[config.mk]
export PLATFORM = sky130hd
export DESIGN_NAME = uart_apb_master
export DESIGN_NICKNAME = d
export VERILOG_FILES = /design/src/rtl/uart_apb_pkg.sv /design/src/rtl/uart_apb_master.sv
export SDC_FILE = /design/constraint.sdc
export NUM_CORES = 1
export LEC_CHECK = 0
export CAP_MARGIN = 20
export CORE_UTILIZATION = 43
export DETAILED_ROUTE_END_ITERATION = 10
export PLACE_DENSITY = 0.8
export SLEW_MARGIN = 40
export SYNTH_ARGS = -nofsm -noshare
export SYNTH_HDL_FRONTEND = slang
export SYNTH_SLANG_ARGS = --single-unit
export TNS_END_PERCENT = 5
[constraint.sdc]
create_clock -name PCLK -period 4.1 [get_ports PCLK]
set_clock_uncertainty 0.2 [all_clocks]
set_input_delay 1.23 -clock PCLK [delete_from_list [all_inputs] [get_ports PCLK]]
set_output_delay 1.23 -clock PCLK [all_outputs]
set_load 0.02 [all_outputs]
[src/rtl/uart_apb_pkg.sv]
// Shared definitions for the APB requester: FSM states, register map, defaults.
package uart_apb_pkg;

  typedef enum logic [1:0] {
    IDLE   = 2'd0,
    SETUP  = 2'd1,
    ACCESS = 2'd2,
    RESP   = 2'd3
  } state_e;

  // Byte offsets of the UART registers reachable over APB
  localparam logic [7:0] REG_ENABLE  = 8'h00;
  localparam logic [7:0] REG_CONTROL = 8'h04;
  localparam logic [7:0] REG_STATUS  = 8'h08;
  localparam logic [7:0] REG_DATA    = 8'h0C;

  // Number of ACCESS cycles tolerated before a transfer is aborted
  localparam int DEFAULT_TIMEOUT = 16;

  // APB registers are word wide, so only word-aligned byte addresses are legal
  function automatic logic is_word_aligned(input logic [1:0] lsb);
    return lsb == 2'b00;
  endfunction

endpackage

[src/rtl/uart_apb_master.sv]
// Single-outstanding APB requester: turns a cmd/rsp handshake into APB
// SETUP/ACCESS cycles, with misaligned-address rejection and an ACCESS timeout.
module uart_apb_master
  import uart_apb_pkg::*;
#(
  parameter int ADDR_W  = 5,
  parameter int DATA_W  = 32,
  parameter int TIMEOUT = DEFAULT_TIMEOUT
) (
  input  logic              PCLK,
  input  logic              PRESET,
  input  logic              cmd_valid,
  output logic              cmd_ready,
  input  logic              cmd_write,
  input  logic [ADDR_W-1:0] cmd_addr,
  input  logic [DATA_W-1:0] cmd_wdata,
  output logic              rsp_valid,
  input  logic              rsp_ready,
  output logic [DATA_W-1:0] rsp_rdata,
  output logic              rsp_err,
  output logic              PSEL,
  output logic              PENABLE,
  output logic              PWRITE,
  output logic [ADDR_W-1:0] PADDR,
  output logic [DATA_W-1:0] PWDATA,
  input  logic [DATA_W-1:0] PRDATA,
  input  logic              PREADY
);

  state_e              state_q, state_d;
  logic                psel_q, psel_d;
  logic                penable_q, penable_d;
  logic                pwrite_q, pwrite_d;
  logic [ADDR_W-1:0]   paddr_q, paddr_d;
  logic [DATA_W-1:0]   pwdata_q, pwdata_d;
  logic                rsp_valid_q, rsp_valid_d;
  logic [DATA_W-1:0]   rsp_rdata_q, rsp_rdata_d;
  logic                rsp_err_q, rsp_err_d;
  logic [7:0]          wait_q, wait_d;

  // Next-state and next-output logic for the transfer FSM and wait counter
  always_comb begin
    state_d     = state_q;
    psel_d      = psel_q;
    penable_d   = penable_q;
    pwrite_d    = pwrite_q;
    paddr_d     = paddr_q;
    pwdata_d    = pwdata_q;
    rsp_valid_d = rsp_valid_q;
    rsp_rdata_d = rsp_rdata_q;
    rsp_err_d   = rsp_err_q;
    wait_d      = wait_q;

    case (state_q)
      IDLE: begin
        if (cmd_valid) begin
          if (!is_word_aligned(cmd_addr[1:0])) begin
            state_d     = RESP;
            rsp_valid_d = 1'b1;
            rsp_err_d   = 1'b1;
            rsp_rdata_d = '0;
          end else begin
            state_d   = SETUP;
            psel_d    = 1'b1;
            penable_d = 1'b0;
            pwrite_d  = cmd_write;
            paddr_d   = cmd_addr;
            pwdata_d  = cmd_wdata;
          end
        end
      end

      SETUP: begin
        state_d   = ACCESS;
        penable_d = 1'b1;
        wait_d    = 8'd1;
      end

      ACCESS: begin
        if (PREADY) begin
          state_d     = RESP;
          psel_d      = 1'b0;
          penable_d   = 1'b0;
          rsp_valid_d = 1'b1;
          rsp_err_d   = 1'b0;
          rsp_rdata_d = pwrite_q ? '0 : PRDATA;
          wait_d      = 8'd0;
        end else if (wait_q == 8'(TIMEOUT)) begin
          state_d     = RESP;
          psel_d      = 1'b0;
          penable_d   = 1'b0;
          rsp_valid_d = 1'b1;
          rsp_err_d   = 1'b1;
          rsp_rdata_d = '0;
          wait_d      = 8'd0;
        end else begin
          wait_d = wait_q + 8'd1;
        end
      end

      RESP: begin
        if (rsp_ready) begin
          state_d     = IDLE;
          rsp_valid_d = 1'b0;
        end
      end

      default: begin
        state_d = IDLE;
      end
    endcase
  end

  // State and registered outputs; reset clears everything immediately
  always_ff @(posedge PCLK or posedge PRESET) begin
    if (PRESET) begin
      state_q     <= IDLE;
      psel_q      <= 1'b0;
      penable_q   <= 1'b0;
      pwrite_q    <= 1'b0;
      paddr_q     <= '0;
      pwdata_q    <= '0;
      rsp_valid_q <= 1'b0;
      rsp_rdata_q <= '0;
      rsp_err_q   <= 1'b0;
      wait_q      <= 8'd0;
    end else begin
      state_q     <= state_d;
      psel_q      <= psel_d;
      penable_q   <= penable_d;
      pwrite_q    <= pwrite_d;
      paddr_q     <= paddr_d;
      pwdata_q    <= pwdata_d;
      rsp_valid_q <= rsp_valid_d;
      rsp_rdata_q <= rsp_rdata_d;
      rsp_err_q   <= rsp_err_d;
      wait_q      <= wait_d;
    end
  end

  // Ready is held low while reset is applied even though the state reads IDLE
  assign cmd_ready = (state_q == IDLE) && !PRESET;

  assign PSEL      = psel_q;
  assign PENABLE   = penable_q;
  assign PWRITE    = pwrite_q;
  assign PADDR     = paddr_q;
  assign PWDATA    = pwdata_q;
  assign rsp_valid = rsp_valid_q;
  assign rsp_rdata = rsp_rdata_q;
  assign rsp_err   = rsp_err_q;

endmodule

**Word-level counts from Yosys, hierarchy flattened**

Cells that the tools add are included.

- Bits in registers: 84
- Input bits: 75
- Output and inout port bits: 75
- Logic and storage cells: 65

- $add $sub $neg: 1
- Equal/unequal tests: 9
- Multiplexer cells: 31
- Reduce and logical (&&, ||, !) cells: 14

Operators by type and width:

| kind | count |
|---|---|
| 2-to-1 mux 32 bit | 5 |
| case mux 32 bit (2 select lines) | 1 |
| 2-to-1 mux 8 bit | 2 |
| case mux 8 bit (2 select lines) | 1 |
| 2-to-1 mux 1 bit | 12 |
| AND reduction 4 bit | 3 |
| 2-to-1 mux 2 bit | 5 |
| adder 8 x 1 -> 8 bit, second input constant | 1 |
| equality test 8 x 5 -> 1 bit, second input constant | 1 |
| inequality test 2 bit, second input constant | 4 |
| case mux 2 bit (4 select lines) | 1 |
| case mux 1 bit (3 select lines) | 2 |
| AND reduction 3 bit | 2 |
| nonzero test 3 bit | 2 |
| AND reduction 5 bit | 1 |
| equality test 2 bit, second input constant | 2 |
| zero test 2 bit | 2 |
| case mux 1 bit (2 select lines) | 2 |
| nonzero test 2 bit | 2 |
| inequality test 3 bit, second input constant | 1 |
| equality test 2 x 1 -> 1 bit, second input constant | 1 |
| logical AND 1 bit | 1 |
| zero test 1 bit | 1 |

**Longest topological paths before layout**

Gate-level depths: netlist of the first run.

- Depth after elaboration: 4
- Depth in mapped cells: 7
- Gate-level depth less buffers: 6

**Least setup slack after synthesis of the first run**

No wires, ideal clock.

- Path type: input to output
- Start point: input PRESET
- End point: output cmd_ready
- Data arrival time: 1.534 ns
- Required time: 2.670 ns
- Slack: 1.136 ns
- Stages on the path: 1
- Path buffers: 0
- Path through: nor2b_1

- Cells in the longest elaborated chain, start to end: 2

RTL lines:

| item | line | source |
|---|---|---|
| start: declaration | uart_apb_master.sv:11 | `input logic PRESET,` |
| zero test 1 bit | uart_apb_master.sv:142 | `assign cmd_ready = (state_q == IDLE) && !PRESET;` |
| logical AND 1 bit | uart_apb_master.sv:142 |  |
| end: declaration | uart_apb_master.sv:13 | `output logic cmd_ready,` |

No other way between the ends.

**Worst setup path in the final report of the first run**

Same ends and word-level chain as after synthesis.

==> impl_results.md, run 1 <==
- Maximum fanout along the worst path: 2
- Clock Tree Buf Depth: 2
- Routed WL: slightly above 8000 µm
- Worst-Skew Late Latency: around 0.35 ns
- CTS clk-pin slew, worst paths: ~0.090 ns
- Routed vias/inst: 4.792
- Fin. Hold Viols: 0
- Worst Hold Slack: around 0.31 ns
- # setup viols final: 0
- Drt drc: 0
- Busiest grt layer: met2
- Hpwl dp: just under 6000 µm
- Std cell rows: 33
- Area of the core: 8258 µm²
- Final GP Congestion: approximately 0.8
- Min Tclk post-route: roughly 3.8 ns
- Cells after synthesis: 304
- YS warnings: 0
- I/O pin count: 150
- Via count: approximately 2,700
- Die height: ~94 µm
- Netlist Area Pre-Place: 3676 µm²
- Unrepaired setup endpoints after global routing: no
- Inserted Diodes: 0
- Clock buffer count from CTS: 9
- Power per unit of standard cell area: about 730 nW/µm²
- Fin. max-slew vios: 0
- Port bufs: between 100 and 150
- Seq/Total Area, Yosys: 0.5718
- GR Util met3: 0.07085
- DRT antenna net count: 0
- Worst-Margin Slew: ~0.70 ns
- Synth cell types: 30
- First-pass GRT wire length: ~13,000 µm
- Pin count of the biggest net entering global routing: 46
- CTS H-Tree Depth: 3
- Global routing usage on met2: 0.3237
- Global-route met1 utilization: 0.2167
- Fin nets: roughly 540
- Seq cells post-synth: between 80 and 90
- Run status: complete, no violations
- Layout cells sized above 1: 0.1404
- GR Util All Layers: 0.1895
- CTS tree: done
- Area Growth Syn to Fin: 49.35%
- Fmax: 0.2609 GHz
- DIE AREA: slightly below 9000 µm²
- Initial antenna violation count: 0
- Static Leak: between 2 and 2.5 nW
- Syn avg cell area: about 12 µm²
- Critical path data arrival time: roughly 2.4 ns
- Synthesized Nets: just under 400
- Placement Setup Slack: 0.2692 ns
- Peak VDD IR: between 300 and 400 µV
- Setup slack after layout: approximately 0.27 ns
- Crit Path Class: in2out
- Setup_tns: 0 ns
- Post-DR wirelength/cell: around 14 µm
- CTS Root Cell: clkbuf_8
- Post-cts sizing count: 0
- Max cap viols: 0
- Worst rel slew slack: 0.5297
- CP Capture Type: output port
- Number of global-route vias before repair: between 2,000 and 3,000
- Initial drt markers: around 110
- Worst Hold Class: reg2reg
- Initial Utilization: 0.4452
- Die width: 94.46 µm
- Most frequent cells in the layout: clkdlybuf4s50_1 (149), dfrtp_1 (84), inv_1 (42)
- Fin crit share: 0.9348
- Worst Setup Start Kind: input port
- Grt ovf: 0
- Commonest non-fill, non-tap cell in the layout: clkdlybuf4s50_1
- Critical Path RT: ~2.7 ns
- CTS Sinks: between 80 and 90
- Post-CTS setup buffer count: 0
- Hold_buf cts: 0
- 1st-pass router iterations: 4
-- stage by stage --
step	cell area [µm²]	instances	power (mW)	utilization
global placement	5289	552	3.372	0.6405
global route	5490	568	4.245	0.6648
finish	5490	568	3.997	0.6648
CTS	5490	568	4.048	0.6648
detailed placement	5289	552	3.431	0.6405
floorplan	3676	304	2.565	-
-- cells in the mapped netlist --
| master | n | area [µm²] |
|---|---|---|
| a211oi_1 | 1 | 7.510 |
| a21oi_1 | 2 | 10.01 |
| a221oi_1 | 1 | 8.760 |
| a311o_1 | 1 | 10.01 |
| a311oi_4 | 1 | 26.28 |
| a31oi_1 | 2 | 12.51 |
| and2b_1 | 1 | 7.510 |
| and3_1 | 2 | 12.51 |
| buf_2 | 2 | 10.01 |
| buf_8 | 3 | 45.04 |
| clkbuf_1 | 6 | 22.52 |
| dfrtp_1 | 84 | 2102 |
| ha_1 | 8 | 100.1 |
| inv_1 | 43 | 161.4 |
| mux2_2 | 38 | 427.9 |
| mux2i_1 | 33 | 330.3 |
| nand2_1 | 37 | 138.9 |
| nand3_1 | 1 | 5.000 |
| nand4_1 | 2 | 12.51 |
| nor2_1 | 15 | 56.30 |
| nor2b_1 | 3 | 18.77 |
| nor3_1 | 1 | 5.000 |
| nor3_4 | 1 | 16.27 |
| nor4b_4 | 1 | 23.77 |
| o21a_1 | 1 | 7.510 |
| o21ai_0 | 7 | 35.03 |
| o22a_2 | 1 | 10.01 |
| o41ai_1 | 2 | 17.52 |
| xnor2_1 | 3 | 26.28 |
| xor2_1 | 1 | 8.760 |
-- path summary, 6_finish.rpt --
kind	slack (ns)	endpoint	startpoint	cells after the start
setup reg to reg	1.75	rsp_err$_DFFE_PP0P_	state_q[0]$_DFFE_PP0P_	7
max in group asynchronous	1.89	PWDATA[17]$_DFFE_PP0P_	PRESET	3
hold reg to reg	0.31	PADDR[0]$_DFFE_PP0P_	PADDR[0]$_DFFE_PP0P_	1
setup / recovery	0.27	cmd_ready	PRESET	3
min in group asynchronous	1.12	PWDATA[2]$_DFFE_PP0P_	PRESET	2
hold / removal	0.31	PADDR[0]$_DFFE_PP0P_	PADDR[0]$_DFFE_PP0P_	1
-- flip-flops by register name, summed over array words and instances, names as in the netlist --
signal	flops
rsp_err	1
PADDR	5
PENABLE	1
wait_q	8
rsp_rdata	32
state_q	2
rsp_valid	1
PSEL	1
PWRITE	1
PWDATA	32
-- kinds of logic (layout without fill, tap and decap cells) --
logic type | count (synthesis) | count (layout) | synth area share
compound gates | 19 | 19 | 0.03949
xor+xnor | 4 | 4 | 0.009532
fa+ha+maj | 8 | 8 | 0.02723
buf+inv | 54 | 213 | 0.06501
flops | 84 | 84 | 0.5718
mux | 71 | 71 | 0.2063
simple gates | 64 | 64 | 0.08066
-- final cells by class --
cell class,instances,area (µm²)
clock buffer,11,141.4
timing repair buffer,154,1554
tap,105,131.4
inverter,43,162.7
sequential,84,2102
multi-input combinational,166,1339
clock inverter,5,60.06
fill,649,2768
-- metal layers --
| layer | part of all wire | up-vias |
|---|---|---|
| met5 | 0 | - |
| met4 | 0.015 | 0 |
| met3 | 0.089 | 11 |
| met2 | 0.49 | 105 |
| met1 | 0.40 | 1304 |
| li1 | - | 1302 |
-- critical path, stage by stage --
cell             delay [ns]
clkdlybuf4s50_1        0.44
nor2b_1                0.12
clkdlybuf4s50_1        0.61
-- where the power goes --
part / internal, mW / leakage, nW / switching, mW / total, mW
registers: 1.16 / 1.09 / 0.186 / 1.35
clock network: 0.301 / 0.0999 / 0.298 / 0.599
logic: 1.03 / 1.16 / 1.02 / 2.05
total: 2.50 / 2.35 / 1.50 / 4.00
(Power assumes the default switching activity.)
==> run 2, diff against run 1 <==
Settings changed: GPL_ROUTABILITY_DRIVEN set to 0, RECOVER_POWER set to 25, SLEW_MARGIN 40 to not set.
==> run 2 against run 1 <==
Net effect: the run now ends with capacitance limit, slew limit left; utilization stayed put; cell area unchanged; wire length about the same; largest power group unchanged; clock power is essentially flat; sequential share of layout area unchanged; register-to-register slack hardly changed; via count decreased by 0.15%; hold slack stayed put; power about the same; setup slack improved by 0.0059 ns; cell count is the same; largest cell class unchanged.
==> impl_results.md, run 2 (synthesis gave the netlist of run 1 again) <==
- Run status: complete, but fails checks
- Failing checks: capacitance limit, slew limit
- Maximum fanout along the worst path: 2 (unchanged)
- Routed vias/inst: 4.785 (-0.15%)
- Post-Layout Cell Count: 568 (unchanged)
- Fin util: 0.6648 (unchanged)
- Commonest non-fill, non-tap cell in the layout: clkdlybuf4s50_1
- Inserted Diodes: 0 (unchanged)
- CP Buf/Inv Count: 2 (unchanged)
- Fin crit share: 0.9334 (-0.001446)
- Critical path's slowest cell: clkdlybuf4s50_1
- Worst Hold Class: reg2reg
- Unrepaired setup endpoints after global routing: no
- Initial drt markers: 107 (unchanged)
- Post-cts sizing count: 0 (unchanged)
- Area Growth Syn to Fin: 49.35% (unchanged)
- Sequential cell area: 2102 µm² (unchanged)
- 1st-pass router iterations: 4 (unchanged)
- CP dominant cell by count: clkdlybuf4s50_1
- Area of the core: 8258 µm² (unchanged)
- RR Startpoint: state_q[0]$_DFFE_PP0P_
- Routed WL: 8128 µm (about the same)
- Worst-Skew Late Latency: 0.35 ns (about the same)
- CP startpoint: PRESET
- DRT antenna net count: 0 (unchanged)
- Fmax: 0.2613 GHz (+0.15%)
- Fin nets: 541 (unchanged)
- Critical Path RT: 2.67 ns (about the same)
- # setup viols final: 0 (unchanged)
- Die width: 94.46 µm (unchanged)
- Fin. max-slew vios: 40 (+40)
- Setup_tns: 0 ns (unchanged)
- Min Tclk post-route: 3.827 ns (-0.005927 ns)
- Pin count of the biggest net entering global routing: 46 (unchanged)
- Worst-Margin Slew: 1.784 ns (+1.079 ns)
- Max cap viols: 1 (+1)
- Clock Tree Buf Depth: 2 (unchanged)
- CTS clk-pin slew, worst paths: 0.09 ns (about the same)
- Fillers: 649 (unchanged)
- CTS H-Tree Depth: 3 (unchanged)
- Number of global-route vias before repair: 2,828 (unchanged)
- Fin. Hold Viols: 0 (unchanged)
- CTS Root Cell: clkbuf_8
- Placed Cells incl. Taps: 552 (unchanged)
- Critical path data arrival time: 2.40 ns (about the same)
- Clock buffer count from CTS: 9 (unchanged)
- Crit Path Class: in2out
- Layout cells sized above 1: 0.1404 (unchanged)
- Delay-heaviest family, CP: buffers and inverters
- CTS Sinks: 84 (unchanged)
- DIE AREA: 8923 µm² (unchanged)
- Via count: 2,718 (-0.15%)
- Peak VDD IR: 360.5 µV (about the same)
- Post-CTS setup buffer count: 0 (unchanged)
- First-pass GRT wire length: 12,940 µm (unchanged)
- GR Util All Layers: 0.1895 (unchanged)
- Initial Utilization: 0.4452 (unchanged)
- Die height: 94.46 µm (unchanged)
- Grt ovf: 0 (unchanged)
- CP max stage delay: 0.61 ns (about the same)
- Initial antenna violation count: 0 (unchanged)
- Min-delay src: PADDR[0]$_DFFE_PP0P_
- Worst Hold Slack: 0.3073 ns (unchanged)
- Hold_buf cts: 0 (unchanged)
- Final Power: 3.996 mW (about the same)
- Worst rel slew slack: -0.1956 (-0.7253)
- Std cell rows: 33 (unchanged)
- CTS tree: done
- Post-DR wirelength/cell: 14.31 µm (about the same)
- CP Cell Sequence: clkdlybuf4s50_1, nor2b_1, clkdlybuf4s50_1
- I/O pin count: 150 (unchanged)
- Drt drc: 0 (unchanged)
- Most frequent cells in the layout: clkdlybuf4s50_1 (148), dfrtp_1 (84), inv_1 (42)
- Static Leak: 2.347 nW (-0.15%)
- Footprint of the multi-input gates: 1339 µm² (unchanged)
- CP Capture Type: output port
- Worst Setup Start Kind: input port
- Port bufs: 149 (unchanged)
- Hpwl dp: 5943 µm (unchanged)
- Power per unit of standard cell area: 727.8 nW/µm² (about the same)
run 2: layout make-up:
type,count,share of cell area
multi-input combinational,166,0.2438
sequential,84,0.3829
inverter,43,0.02963
timing repair buffer,154,0.2830
clock buffer,11,0.02575
clock inverter,5,0.01094
tap,105,0.02393
run 2: report_power, final:
| group | switching, mW | leakage, nW | internal (mW) |
|---|---|---|---|
| Combinational | 1.01 | 1.16 | 1.03 |
| Sequential | 0.186 | 1.09 | 1.16 |
| Clock | 0.298 | 0.0999 | 0.301 |
| Total | 1.50 | 2.35 | 2.50 |
run 2: metrics by stage:
step / instance area (µm²) / setup slack [ns]
after floorplan: 3676 / 0.5049
after global placement: 5289 / 0.2784
after detailed placement: 5289 / 0.2692
after CTS: 5490 / 0.2692
after global routing: 5490 / 0.1881
final: 5490 / 0.2731
run 2: final timing paths:
kind | cells after the start | slack (ns) | to
worst max-delay path | 3 | 0.27 | cmd_ready
worst min-delay path | 1 | 0.31 | PADDR[0]$_DFFE_PP0P_
worst max register to register | 7 | 1.75 | rsp_err$_DFFE_PP0P_
worst min register to register | 1 | 0.31 | PADDR[0]$_DFFE_PP0P_
max in group asynchronous | 3 | 1.32 | PWDATA[17]$_DFFE_PP0P_
min in group asynchronous | 2 | 1.48 | PWDATA[2]$_DFFE_PP0P_
run 2: per-layer routing:
metal | up-vias | track usage | wire [µm]
met5 | - | 0 | 0
met4 | 0 | 0.06944 | 125
met3 | 11 | 0.07085 | 718
met2 | 101 | 0.3237 | 4002
met1 | 1304 | 0.2167 | 3281
li1 | 1302 | - | -
run 2: worst register-to-register path, cell delays in order (launching register included):
cell and delay, ns:
dfrtp_1 0.43, inv_1 0.13, ha_1 0.24, inv_1 0.10
a311oi_4 0.54, nor3_4 0.10, buf_4 0.26, o22a_2 0.25
==> RTL change 1, RTL diff (settings of run 1) <==
Change the parameter `ADDR_W` from 5 to 6.
--- a/src/rtl/uart_apb_master.sv
+++ b/src/rtl/uart_apb_master.sv
@@ -3,7 +3,7 @@
 module uart_apb_master
   import uart_apb_pkg::*;
 #(
-  parameter int ADDR_W  = 5,
+  parameter int ADDR_W  = 6,
   parameter int DATA_W  = 32,
   parameter int TIMEOUT = DEFAULT_TIMEOUT
 ) (
Ports: changed (resized PADDR and cmd_addr); port bits go from 150 to 152. No check against the original RTL was run, so the function may have changed too.
==> RTL change 1 against run 1 <==
  * Sequential cell count grew 1
  * Total power up 1.7%
  * Area after synthesis grew 1.1%
  * Count of clock-buffer cells in the layout fell by 1
  * Core utilization up 0.47 points
  * Setup slack worse by 0.015 ns
  * Via count is 1.3% higher
  * Die area increased by 1.1%
  * Sequential share of layout area about the same
  * Critical endpoint unchanged
  * Final area grew 1.2%
  * Largest cell class unchanged
  * Routed wire length rose by 0.50%
==> RTL change 1: results (changes against run 1) <==
| Metric | Value |
|---|---|
| Routed length on met2 | 3944 µm (-1.4%) |
| HPWL after detailed placement | 5885 µm (-0.98%) |
| Wire length of the first global-routing pass | 13120 µm (+1.3%) |
| Signal arrival time at the worst endpoint | 2.42 ns (+0.02 ns) |
| Final weighted congestion in routability-driven placement | 0.8307 (+3.8%) |
| Sequential area share after synthesis | 57.22% (about the same) |
| P_leak | 2.377 nW (+1.1%) |
| Routed metal-1 wirelength | 3368 µm (+2.6%) |
| Clock network latency to the later pin of the worst-skew pair | 0.34 ns |
| Instance area at placement | 0.005350 mm² (+1.2%) |
| Net count after synthesis | 391 (+1.0%) |
| Routed len/inst | 14.32 µm (about the same) |
| Reg-to-Reg End | rsp_err |
| Number of global-route vias before repair | 2849 (+0.74%) |
| Setup slack of the most critical reg-to-reg path | 1.77 ns (+0.02 ns) |
| Number of input and output port buffers inserted | 151 (+1.3%) |
| Initial drt markers | 84 (-21%) |
| Total Nets Final | 545 (+0.74%) |
| Global-route usage over all layers | 19.03% (+0.088 points) |
| Worst VDD drop | 0.0003975 V (+10%) |
| Worst setup path end | cmd_ready |
| Pin count of the biggest net entering global routing | 86 (+87%) |
| Met2 global-route usage | 31.59% (-0.77 points) |
| Met3 GRT Util | 5.797% (-1.3 points) |
| Wire length on met3 | 720 µm (-0.41%) |
| Post-DR vias/cell | 4.830 (+0.79%) |
| Startpoint of the most critical register-to-register path | state_q[0] |
| Global Route met1 Usage | 23.23% (+1.6 points) |
| Run status | finished, final reports clean |
| Ranking of synthesized cells by area | sky130_fd_sc_hd__dfrtp_1, sky130_fd_sc_hd__mux2_2, sky130_fd_sc_hd__mux2i_1 |
| Share of cells above drive strength 1 | 14.16% (+0.12 points) |
==> RTL change 1: worst max-delay path, stage by stage <==
cell and delay (ns):
sky130_fd_sc_hd__clkdlybuf4s50_1 0.44, sky130_fd_sc_hd__nor2b_1 0.13, sky130_fd_sc_hd__clkdlybuf4s50_1 0.62
==> RTL change 1: cell families after synthesis <==
logic type | share of synthesized area (%)
flip-flops | 57.22
multiplexers | 20.70
AND/OR/NAND/NOR | 7.977
buffers and inverters | 6.563
AO/OA/AOI/OAI | 3.905
adder cells (fa/ha/maj) | 2.693
XOR/XNOR | 0.9426
==> RTL change 1: final cells by class <==
| cell class | count | area, µm² |
|---|---|---|
| fillers | 644 | 2743 |
| well taps | 105 | 131.4 |
| flip-flops and latches | 85 | 2127 |
| multi-input cells | 167 | 1350 |
| clock buffers | 10 | 137.6 |
| inverters | 43 | 162.7 |
| clock inverters | 6 | 68.82 |
| repair buffers | 155 | 1579 |
==> RTL change 1: through the flow <==
step	utilization (%)	setup WS, ns	std cells	hold WS (ns)
floorplan	-	0.4765	307	0.3586
global placement	64.47	0.2716	555	0.2814
finish	66.95	0.2517	571	0.3074
detailed placement	64.47	0.2373	555	0.2916
CTS	66.95	0.2440	571	0.3152
global route	66.95	0.1720	571	0.3265
==> RTL change 1: report_power, final <==
part	switching [mW]	internal (mW)
combinational	1.02	1.06
sequential	0.193	1.18
clock	0.311	0.304
total	1.53	2.54
==> RTL change 1: worst min-delay path by stage <==
stage,from,to,cells after the start
finish,PADDR[0],PADDR[0],1
global route,PWDATA[31],PWDATA[31],1
floorplan,wait_q[1],wait_q[1],2
detailed placement,PADDR[1],PADDR[1],1
CTS,PADDR[0],PADDR[0],1
global placement,PADDR[1],PADDR[1],1
==> RTL change 2, RTL diff (settings of run 1) <==
Made on the original files. Take the reset off `paddr_q`, `pwdata_q` and `rsp_rdata_q` and load them in a clocked block of their own.
--- a/src/rtl/uart_apb_master.sv
+++ b/src/rtl/uart_apb_master.sv
@@ -118,10 +118,7 @@
       psel_q      <= 1'b0;
       penable_q   <= 1'b0;
       pwrite_q    <= 1'b0;
-      paddr_q     <= '0;
-      pwdata_q    <= '0;
       rsp_valid_q <= 1'b0;
-      rsp_rdata_q <= '0;
       rsp_err_q   <= 1'b0;
       wait_q      <= 8'd0;
     end else begin
@@ -129,13 +126,16 @@
       psel_q      <= psel_d;
       penable_q   <= penable_d;
       pwrite_q    <= pwrite_d;
-      paddr_q     <= paddr_d;
-      pwdata_q    <= pwdata_d;
       rsp_valid_q <= rsp_valid_d;
-      rsp_rdata_q <= rsp_rdata_d;
       rsp_err_q   <= rsp_err_d;
       wait_q      <= wait_d;
     end
+  end
+
+  always_ff @(posedge PCLK) begin
+    paddr_q     <= paddr_d;
+    pwdata_q    <= pwdata_d;
+    rsp_rdata_q <= rsp_rdata_d;
   end
 
   // Ready is held low while reset is applied even though the state reads IDLE
Formal check against the unedited RTL: not equivalent (a bounded check fails within 4 cycles, from zero or initial values and one cycle with PRESET high).
==> RTL change 2 against run 1 <==
  * Setup slack better by 0.044 ns
  * Clock power decreased by 13%
  * Sequential cell count did not move
  * Area after synthesis decreased by 12%
  * Final area down 8.4%
  * Core utilization increased by 2.9 points
  * Critical path depth did not move
  * Routed wire length rose by 1.3%
  * Total power is 23% lower
  * Synthesized cell count shrank 34%
==> RTL change 2: results (changes against run 1) <==
| Metric | Value |
|---|---|
| Count of cells resized by post-cts repair | 0 (unchanged) |
| Pre-antenna DRT Iters | 4 (unchanged) |
| Total wirelength of the detailed-routed design | 8243 µm (+1.3%) |
| Share of cells above drive strength 1 | 6.812% (-7.2 points) |
| Signal arrival time at the worst endpoint | 2.36 ns (-0.04 ns) |
| Routed metal-1 wirelength | 3219 µm (-2.0%) |
| Global Route met1 Usage | 24.39% (+2.7 points) |
| Number of multi-input logic gates | 102 (-39%) |
| Netlist cell types | 36 (+20%) |
| Cell Count Post-Placement | 450 (-18%) |
| Routed length on met2 | 4087 µm (+2.1%) |
| Clk cell area share | 3.483% (-0.19 points) |
| Met2 global-route usage | 35.03% (+2.7 points) |
| Multi-input gate share of the layout cell area | 14.18% (-10 points) |
| Global-route usage over all layers | 21.07% (+2.1 points) |
| Initial drt markers | 116 (+8.4%) |
| P_leak | 1.849 nW (-21%) |
| Instance area at placement | 0.004855 mm² (-8.2%) |
| Final weighted congestion in routability-driven placement | 0.7402 (-7.5%) |
| Routed len/inst | 17.69 µm (+24%) |
| Synthesized area divided by synthesized cell count | 15.96 µm² (+32%) |
| Data-path buffer share of cell area in the final layout | 30.40% (+2.1 points) |
| Pin count of the biggest net entering global routing | 37 (-20%) |
| Primary FF master, synth | sky130_fd_sc_hd__edfxtp_1 |
| Run status | finished, final reports clean |
| Wire length on met3 | 684 µm (-5.4%) |
| Met3 GRT Util | 7.090% (about the same) |
| Wire length of the first global-routing pass | 11470 µm (-11%) |
| Worst-case headroom to the max-slew limit | 58.33% (+5.4 points) |
| Vias | 2189 (-20%) |
| Number of input and output port buffers inserted | 149 (unchanged) |
| Sequential area share after synthesis | 75.93% (+19 points) |
| Ranking of synthesized cells by area | sky130_fd_sc_hd__edfxtp_1, sky130_fd_sc_hd__dfrtp_1, sky130_fd_sc_hd__and2_1 |
| Layout area overhead | 56.06% |
| HPWL after detailed placement | 6174 µm (+3.9%) |
| Share of cell area taken by flip-flops and latches | 48.66% (+10 points) |
| Worst VDD drop | 0.0002886 V (-20%) |
| Net count after synthesis | 285 (-26%) |
| Placement Setup Slack | 0.3079 ns (+0.03868 ns) |
| Fraction of registers with async set or reset after synthesis | 17.86% (-82 points) |
| Post-synth EDFFs | 69 (+69) |
| Clock buffer count in the final layout | 9 (-2) |
| Fill cell instance count of the final layout | 492 (-24%) |
| Die footprint | 0.007846 mm² (-12%) |
| Commonest cells in the netlist | sky130_fd_sc_hd__edfxtp_1, sky130_fd_sc_hd__and2_1, sky130_fd_sc_hd__dfrtp_1, sky130_fd_sc_hd__inv_1 |
| Count of inverters not on the clock network in the layout | 11 (-74%) |
| Number of global-route vias before repair | 2039 (-28%) |
-- RTL change 2: changes by cell type in the layout (fill, tap and decap cells not counted), sizes merged, moves of 5 or more --
cell,delta
a21oi,+5
dfrtp,-69
mux2i,-32
nor2,-6
inv,-31
and2,+32
mux2,-35
nand2,-28
edfxtp,+69
-- RTL change 2: logic make-up after synthesis --
group,synth area share (%)
buf+inv,1.980
xor+xnor,0.5436
mux,1.359
flops,75.93
simple gates,11.37
compound gates,5.706
fa+ha+maj,3.106
-- RTL change 2: where the power goes --
group          leakage, nW  internal [mW]  switching [mW]
logic                0.921          0.549           0.679
registers            0.841           1.22          0.0889
clock network       0.0872          0.222           0.302
-- RTL change 2: worst paths after layout --
check	startpoint	end	slack, ns	cells past startpoint
max	PRESET	cmd_ready	0.31	3
min	PENABLE	PENABLE	0.30	1
max reg2reg	state_q[0]	PWDATA[0]	1.89	4
min reg2reg	PENABLE	PENABLE	0.30	1
max in group asynchronous	PRESET	PWRITE	2.21	2
min in group asynchronous	PRESET	state_q[0]	1.09	2
